===== config.mk =====
export PLATFORM = sky130hd
export DESIGN_NAME = weight_bram_reader
export DESIGN_NICKNAME = d
export VERILOG_FILES = /design/src/rtl/weight_bram_reader.sv
export SDC_FILE = /design/constraint.sdc
export NUM_CORES = 1
export LEC_CHECK = 0
export ABC_AREA = 1
export CORE_ASPECT_RATIO = 0.9
export CORE_MARGIN = 2
export CORE_UTILIZATION = 32
export CTS_CLUSTER_DIAMETER = 30
export DETAILED_ROUTE_END_ITERATION = 10
export HOLD_SLACK_MARGIN = 0.1
export PLACE_DENSITY = 0.83
export REMOVE_ABC_BUFFERS = 1
export SLEW_MARGIN = 30
export SYNTH_ARGS = -nofsm -noshare
export SYNTH_HDL_FRONTEND = slang
export SYNTH_SLANG_ARGS = --single-unit
export TNS_END_PERCENT = 5

===== constraint.sdc =====
create_clock -name clk -period 2.1 [get_ports clk]
set_clock_uncertainty 0.1 [all_clocks]
set_input_delay 0.42 -clock clk [delete_from_list [all_inputs] [get_ports clk]]
set_output_delay 0.42 -clock clk [all_outputs]
set_load 0.005 [all_outputs]

===== src/rtl/weight_bram_reader.sv =====
// weight_bram_reader: read-side responder for the dual-port weight BRAM.
// Tracks a base word address driven by control-unit commands, pulses both
// BRAM read ports for every accepted command, and flags data valid
// BRAM_LATENCY cycles after the enable pulse.
//
// Ports:
//   clk, rst                 clock and synchronous active-high reset
//   address_reset            rewind base to 0 and refetch; also arms the block
//   bram_control_add1/add2   advance base by 1/2; honoured only while valid
//   bram_port_sel            0 selects port A data, 1 selects port B data
//   load_weight_preload      consumer took weight_data (statistics only)
//   bram_addra/addrb         port A = base, port B = base+1 (wrapping)
//   bram_ena/enb             one-cycle read enables
//   bram_douta/doutb         BRAM read data
//   weight_from_bram_valid   read data belongs to the current base address
//   weight_data              combinational port mux of the read data
//   addr_overflow            sticky: an add carried out of the base address
//   read_count               preload counter (optional feature)
//
// Optional feature macro: WEIGHT_READ_STAT_EN. When defined, read_count
// counts cycles with load_weight_preload and valid both high, saturating,
// and clears on rst or address_reset. When undefined it is tied to 0.

module weight_bram_reader #(
  parameter int BRAM_ADDRESS_WIDTH = 12,
  parameter int WEIGHT_WIDTH       = 32,
  parameter int BRAM_LATENCY       = 2   // legal range 1..4
) (
  input  logic                          clk,
  input  logic                          rst,
  input  logic                          address_reset,
  input  logic                          bram_control_add1,
  input  logic                          bram_control_add2,
  input  logic                          bram_port_sel,
  input  logic                          load_weight_preload,
  output logic [BRAM_ADDRESS_WIDTH-1:0] bram_addra,
  output logic [BRAM_ADDRESS_WIDTH-1:0] bram_addrb,
  output logic                          bram_ena,
  output logic                          bram_enb,
  input  logic [WEIGHT_WIDTH-1:0]       bram_douta,
  input  logic [WEIGHT_WIDTH-1:0]       bram_doutb,
  output logic                          weight_from_bram_valid,
  output logic [WEIGHT_WIDTH-1:0]       weight_data,
  output logic                          addr_overflow,
  output logic [31:0]                   read_count
);

  localparam int AW = BRAM_ADDRESS_WIDTH;
  localparam logic [2:0] LAT = BRAM_LATENCY[2:0];

  // UNPRIMED: no address_reset seen yet, adds ignored.
  // FETCH:    read issued, waiting out the BRAM latency.
  // READY:    read data valid for the current base.
  typedef enum logic [1:0] {
    S_UNPRIMED = 2'd0,
    S_FETCH    = 2'd1,
    S_READY    = 2'd2
  } state_t;

  state_t          state, state_nxt;
  logic [AW-1:0]   base, base_nxt;
  logic            ovf_nxt;
  logic            issue;
  logic [2:0]      lat_cnt;
  logic            valid;
  logic [AW:0]     sum_ext;

  assign valid = (state == S_READY);

  // Carry-extended add: the top bit is the wrap out of the base address.
  assign sum_ext = {1'b0, base} +
                   {{(AW-1){1'b0}}, bram_control_add2, ~bram_control_add2};

  always_comb begin
    state_nxt = state;
    base_nxt  = base;
    ovf_nxt   = addr_overflow;
    issue     = 1'b0;

    if (address_reset) begin
      base_nxt = '0;
      ovf_nxt  = 1'b0;
      issue    = 1'b1;
    end else if (valid && (bram_control_add1 || bram_control_add2)) begin
      // add2 wins when both adds are high (sum_ext already selects +2)
      base_nxt = sum_ext[AW-1:0];
      if (sum_ext[AW]) ovf_nxt = 1'b1;
      issue    = 1'b1;
    end

    if (issue) begin
      // Any accepted command restarts the fetch, discarding one in flight.
      state_nxt = S_FETCH;
    end else begin
      case (state)
        S_FETCH:  if (lat_cnt == 3'd1) state_nxt = S_READY;
        default:  state_nxt = state;
      endcase
    end
  end

  always_ff @(posedge clk) begin
    if (rst) begin
      state         <= S_UNPRIMED;
      base          <= '0;
      addr_overflow <= 1'b0;
      bram_ena      <= 1'b0;
      bram_enb      <= 1'b0;
      lat_cnt       <= 3'd0;
    end else begin
      state         <= state_nxt;
      base          <= base_nxt;
      addr_overflow <= ovf_nxt;
      bram_ena      <= issue;
      bram_enb      <= issue;
      // Counter holds BRAM_LATENCY in the enable cycle and reaches 1 in the
      // last wait cycle, so valid rises BRAM_LATENCY cycles after the pulse.
      if (issue)
        lat_cnt <= LAT;
      else if (lat_cnt != 3'd0)
        lat_cnt <= lat_cnt - 3'd1;
    end
  end

  assign bram_addra             = base;
  assign bram_addrb             = base + {{(AW-1){1'b0}}, 1'b1};
  assign weight_from_bram_valid = valid;
  assign weight_data            = bram_port_sel ? bram_doutb : bram_douta;

`ifdef WEIGHT_READ_STAT_EN
  logic [31:0] rd_cnt;

  always_ff @(posedge clk) begin
    if (rst || address_reset)
      rd_cnt <= 32'd0;
    else if (load_weight_preload && valid && (rd_cnt != 32'hFFFF_FFFF))
      rd_cnt <= rd_cnt + 32'd1;
  end

  assign read_count = rd_cnt;
`else
  logic unused_preload;
  assign unused_preload = load_weight_preload;
  assign read_count     = 32'd0;
`endif

endmodule


; Word level (Yosys, flattened, before mapping)
; Cells that the tools add are included.
[op_classes]
bitwise_logic = 1
reduce_logical = 11
mux = 8
addsub = 3
eq_ne = 3
[op_table]
columns = op, count
row1 = two-way mux 32 bit, 1
row2 = adder 12 x 2 -> 13 bit, 1
row3 = "adder 12 x 1 -> 12 bit, second input constant", 1
row4 = AND reduction 2 bit, 3
row5 = nonzero test 2 bit, 3
row6 = two-way mux 1 bit, 5
row7 = two-way mux 2 bit, 2
row8 = OR reduction 2 bit, 2
row9 = "equality test 3 x 1 -> 1 bit, second input constant", 1
row10 = nonzero test 3 bit, 1
row11 = "subtractor 3 x 1 -> 3 bit, second input constant", 1
row12 = "equality test 2 x 1 -> 1 bit, second input constant", 1
row13 = "equality test 2 bit, second input constant", 1
row14 = logical AND 1 bit, 1
row15 = logical OR 1 bit, 1
row16 = inverter 1 bit, 1
[totals]
elab_cells = 33
out_inout_bits = 92
ff_bits = 19
input_bits = 71

; Longest topological paths before layout
[logic_depth]
word_depth = 6
mapped_depth = 10
mapped_depth_nobuf = 10

; Worst setup path before layout
; Ideal clock, no wire load.
[synth_timing]
path_type = input to register
start = input port bram_control_add2
end = register base[4], in the netlist bram_addra[4]
path_buffers = 0
setup_ns = 0.126
stages = 8
arrival_ns = 1.534
slack_ns = 0.340
required_ns = 1.874
cell_sequence = inv_1 -> ha_1 -> inv_1 -> fa_1 -> inv_1 -> nand2_1 -> o21ai_0 -> a21oi_1
[synth_between]
elab_chain_len = 2
word_cells_on_any_way = 4
cone_classes = 1 x add/sub / 1 x bitwise / 2 x reduce/logical
[synth_lines]
columns = item, line
row1 = start: declaration, 33  ; input logic bram_control_add2,
row2 = inverter 1 bit / logical OR 1 bit (equally long branches), "72, 84"
row3 = adder 12 x 2 -> 13 bit / logical AND 1 bit (equally long branches), "71, 84"
row4 = end signal: assignment, 112  ; base <= base_nxt;
row5 = end: declaration, 61  ; logic [AW-1:0] base, base_nxt;
; Several ways; a longest one is shown, not always the timed one.
; A chain may end at the register's enable or synchronous reset.

; Worst setup path in the final report
[layout_timing]
start = input port bram_doutb[13]
end = output port weight_data[13]
[layout_between]
elab_chain_len = 1
[layout_lines]
columns = item, line
row1 = start: declaration, 41  ; input logic [WEIGHT_WIDTH-1:0] bram_doutb,
row2 = two-way mux 32 bit, 128  ; assign weight_data = bram_port_sel ? bram_doutb : bram_douta;
row3 = end: declaration, 43  ; output logic [WEIGHT_WIDTH-1:0] weight_data,
; No other way between the ends.

==> results.py <==
metrics = {
    "placement": {
        "placed_cells": 453,
        "port-buffer-count": 129,
        "dpl.hpwl_mm": 5.78,
        "dp_slack_ps": -455,
        "placed_area_um2": 3240,
        "finalWeightedCongestion": 0.886,
    },
    "cts": {
        "postCtsSetupRepairBufs": 0,
        "cts_sinks": 19,
        "path_clk_slew_ps": 70,
        "cts_root_buf": "clkbuf_8",
        "postCtsHoldBufs": 0,
        "cts_tree": "built",
        "worstSkewPairLatency_ps": 260,
        "clock_path_buffers": 2,
        "cts_htree_levels": 1,
        "numCtsBuffers": 3,
    },
    "die": {
        "ios": 163,
        "design.core.area_um2": 5350,
        "die_y_um": 75.2,
        "fp-row-count": 25,
        "dieWidth_um": 83.1,
        "start_util_pct": 33.7,
        "dieArea_um2": 6240,
    },
    "critical_path": {
        "endpoint_kind": "primary output",
        "crit_arrival_ps": 1600,
        "max_stage_delay_ps": 460,
        "worstPathMaxFanout": 1,
        "worstPathCellList": "clkdlybuf4s50_1 -> mux2_2 -> clkdlybuf4s50_1",
        "crit_path_start_kind": "input pin",
        "crit_buf_inv": 2,
        "critPathSlowestCell": "clkdlybuf4s50_1",
        "cp_data_required_time_ps": 1580,
        "critPathLaunch": "bram_doutb[13]",
        "cp_top_family": "buffers and inverters",
        "path_common_cell": "clkdlybuf4s50_1",
        "worstSetupPathType": "input pin to primary output",
        "reg2reg_from": "bram_addra[0]",
    },
    "sta": {
        "post-route-period-util_pct": 101,
        "rsz0062_at_grt": "true",
        "setup_violations": 1,
        "finalHoldViolCount": 0,
        "fmaxAchievable_mhz": 472,
        "hold_slack_ps": 384,
        "slew_viol_final": 0,
        "setup_ws_ps": -19.0,
        "min_period_ps": 2120,
    },
    "route": {
        "vias": 2058,
        "drt-total-wl_mm": 7.08,
        "first_pass_iters": 6,
        "antenna_left": 0,
        "drt_iter0_markers": 52,
        "viasPerCell": 4.49,
        "wl_per_cell_um": 15.5,
        "drc": 0,
    },
    "power": {
        "leakagePower_nw": 1.51,
        "power_density_nw_per_um2": 309,
        "peakVddDrop_uv": 230,
        "total_power_mw": 1.03,
    },
    "final_layout": {
        "fin_area_um2": 3320,
        "n_antenna_cell": 0,
        "nets": 468,
        "fillers": 471,
        "instances_no_fill": 458,
        "area.growth.synth_to_final_pct": 84.5,
        "drive_gt1_share_pct": 22.0,
    },
    "global_route": {
        "antenna_found_initial": 1,
        "globalRouteOverflowTotal": 0,
        "track_usage_pct": 21.0,
        "grt_max_degree": 17,
        "grt_first_pass_wirelength_mm": 10.0,
        "grt_pass1_vias": 1899,
    },
    "synth": {
        "yosysWarnings": 0,
        "syn-cell-area_um2": 1800,
        "avgSynthCellArea_um2": 7.53,
        "synth_edf_count": 0,
        "async_reset_ff_share_pct": 0,
        "synth-main-ff-cell": "dfxtp_1",
        "synth-seq-cells": 19,
        "synth-seq-area-share_pct": 21.1,
        "netlist_instances": 239,
        "netlist-cell-type-count": 27,
    },
    "outcome": {
        "outcome": "finished, violations left",
        "violations": "negative setup slack",
    },
    "run": {
        "drv_cap": 0,
    },
    "worst_hold_path": {
        "hp-class": "flip-flop to flip-flop",
        "hold_path_startpoint": "addr_overflow",
    },
}
[layer usage]
| layer | global-route usage (%) | part of all wire, % |
|---|---|---|
| met5 | 0 | 0.16 |
| met4 | 4.74 | 1.1 |
| met3 | 5.37 | 7.0 |
| met2 | 40.3 | 51 |
| met1 | 24.0 | 41 |
[final timing paths]
| path | slack [ps] | to | depth (start not counted) |
|---|---|---|---|
| worst max-delay path | -20 | weight_data[13] | 3 |
| worst max register to register | 330 | bram_addra[4] | 8 |
| worst min-delay path | 380 | addr_overflow | 1 |
| worst min register to register | 380 | addr_overflow | 1 |
[logic make-up (layout without fill, tap and decap cells)]
logic type / after synthesis / count (layout) / synth area share (%)
buf+inv: 62 / 183 / 20.2
compound gates: 15 / 15 / 4.38
other cells: 1 / 32 / 0.208
flops: 19 / 19 / 21.1
xor+xnor: 11 / 11 / 5.35
simple gates: 94 / 94 / 24.9
mux: 32 / 32 / 20.0
fa+ha+maj: 5 / 5 / 3.89
[state kept, by name, indices dropped and copies added (netlist names)]
register       count
lat_cnt            3
addr_overflow      1
bram_enb           1
bram_addra        12
state              2
[where the power goes]
group / internal, mW / total, mW / leakage (nW) / switching, mW
clock: 0.135 / 0.256 / 0.0228 / 0.121
sequential: 0.369 / 0.375 / 0.156 / 0.00670
combinational: 0.256 / 0.394 / 1.33 / 0.139
total: 0.759 / 1.03 / 1.51 / 0.267
[cell usage in the layout (no fill, tap or decap), types with 2 or more instances in the layout]
| master | Yosys | final |
|---|---|---|
| clkbuf_8 | 0 | 3 |
| o21ai_0 | 5 | 4 |
| conb_1 | 1 | 32 |
| nand4_1 | 6 | 6 |
| mux2_4 | 0 | 4 |
| nand2_1 | 34 | 32 |
| dfxtp_2 | 0 | 4 |
| buf_12 | 0 | 2 |
| inv_2 | 2 | 2 |
| nand2_4 | 2 | 2 |
| dlymetal6s2s_1 | 0 | 5 |
| nor2_4 | 6 | 6 |
| xor2_1 | 8 | 8 |
| mux2_2 | 30 | 27 |
| nand3_1 | 6 | 6 |
| nor2_2 | 1 | 3 |
| dlygate4sd2_1 | 0 | 25 |
| xnor2_1 | 3 | 3 |
| a21oi_1 | 8 | 8 |
| nor2_1 | 36 | 34 |
| inv_1 | 21 | 21 |
| nand2_2 | 1 | 3 |
| ha_1 | 4 | 3 |
| buf_4 | 33 | 24 |
| clkdlybuf4s50_1 | 0 | 97 |
| dfxtp_1 | 19 | 15 |
[layout make-up]
class | instances | area, µm² | area share, %
multi-input cells | 189 | 1210 | 36.5
well taps | 67 | 83.8 | 2.52
repair buffers | 156 | 1510 | 45.5
inverters | 23 | 86.3 | 2.60
flip-flops and latches | 19 | 385 | 11.6
clock buffers | 4 | 45.0 | 1.36
[synth_stat cells (6+ instances only)]
master | n | area (µm²)
a21oi_1 | 8 | 40.0
nand4_1 | 6 | 37.5
nor2_1 | 36 | 135
nor2_4 | 6 | 67.6
nand2_1 | 34 | 128
xor2_1 | 8 | 70.1
dfxtp_1 | 19 | 380
buf_4 | 33 | 248
inv_1 | 21 | 78.8
mux2_2 | 30 | 338
nand3_1 | 6 | 30.0
[stage by stage]
step,utilization [%],TNS (ps)
final,62.1,-19.0
after global routing,62.1,-49.0
after CTS,61.9,-2310
after detailed placement,60.5,-13800
after global placement,60.5,-12840
after floorplan,-,0
[what timing repair did]
item                                    CTS  global route
cloned                                    1             0
endpoints found under the setup margin   42            24
resized for setup                        40            16
pin swaps                                 1             1
No activity file was read; power rests on OpenSTA's default activity.
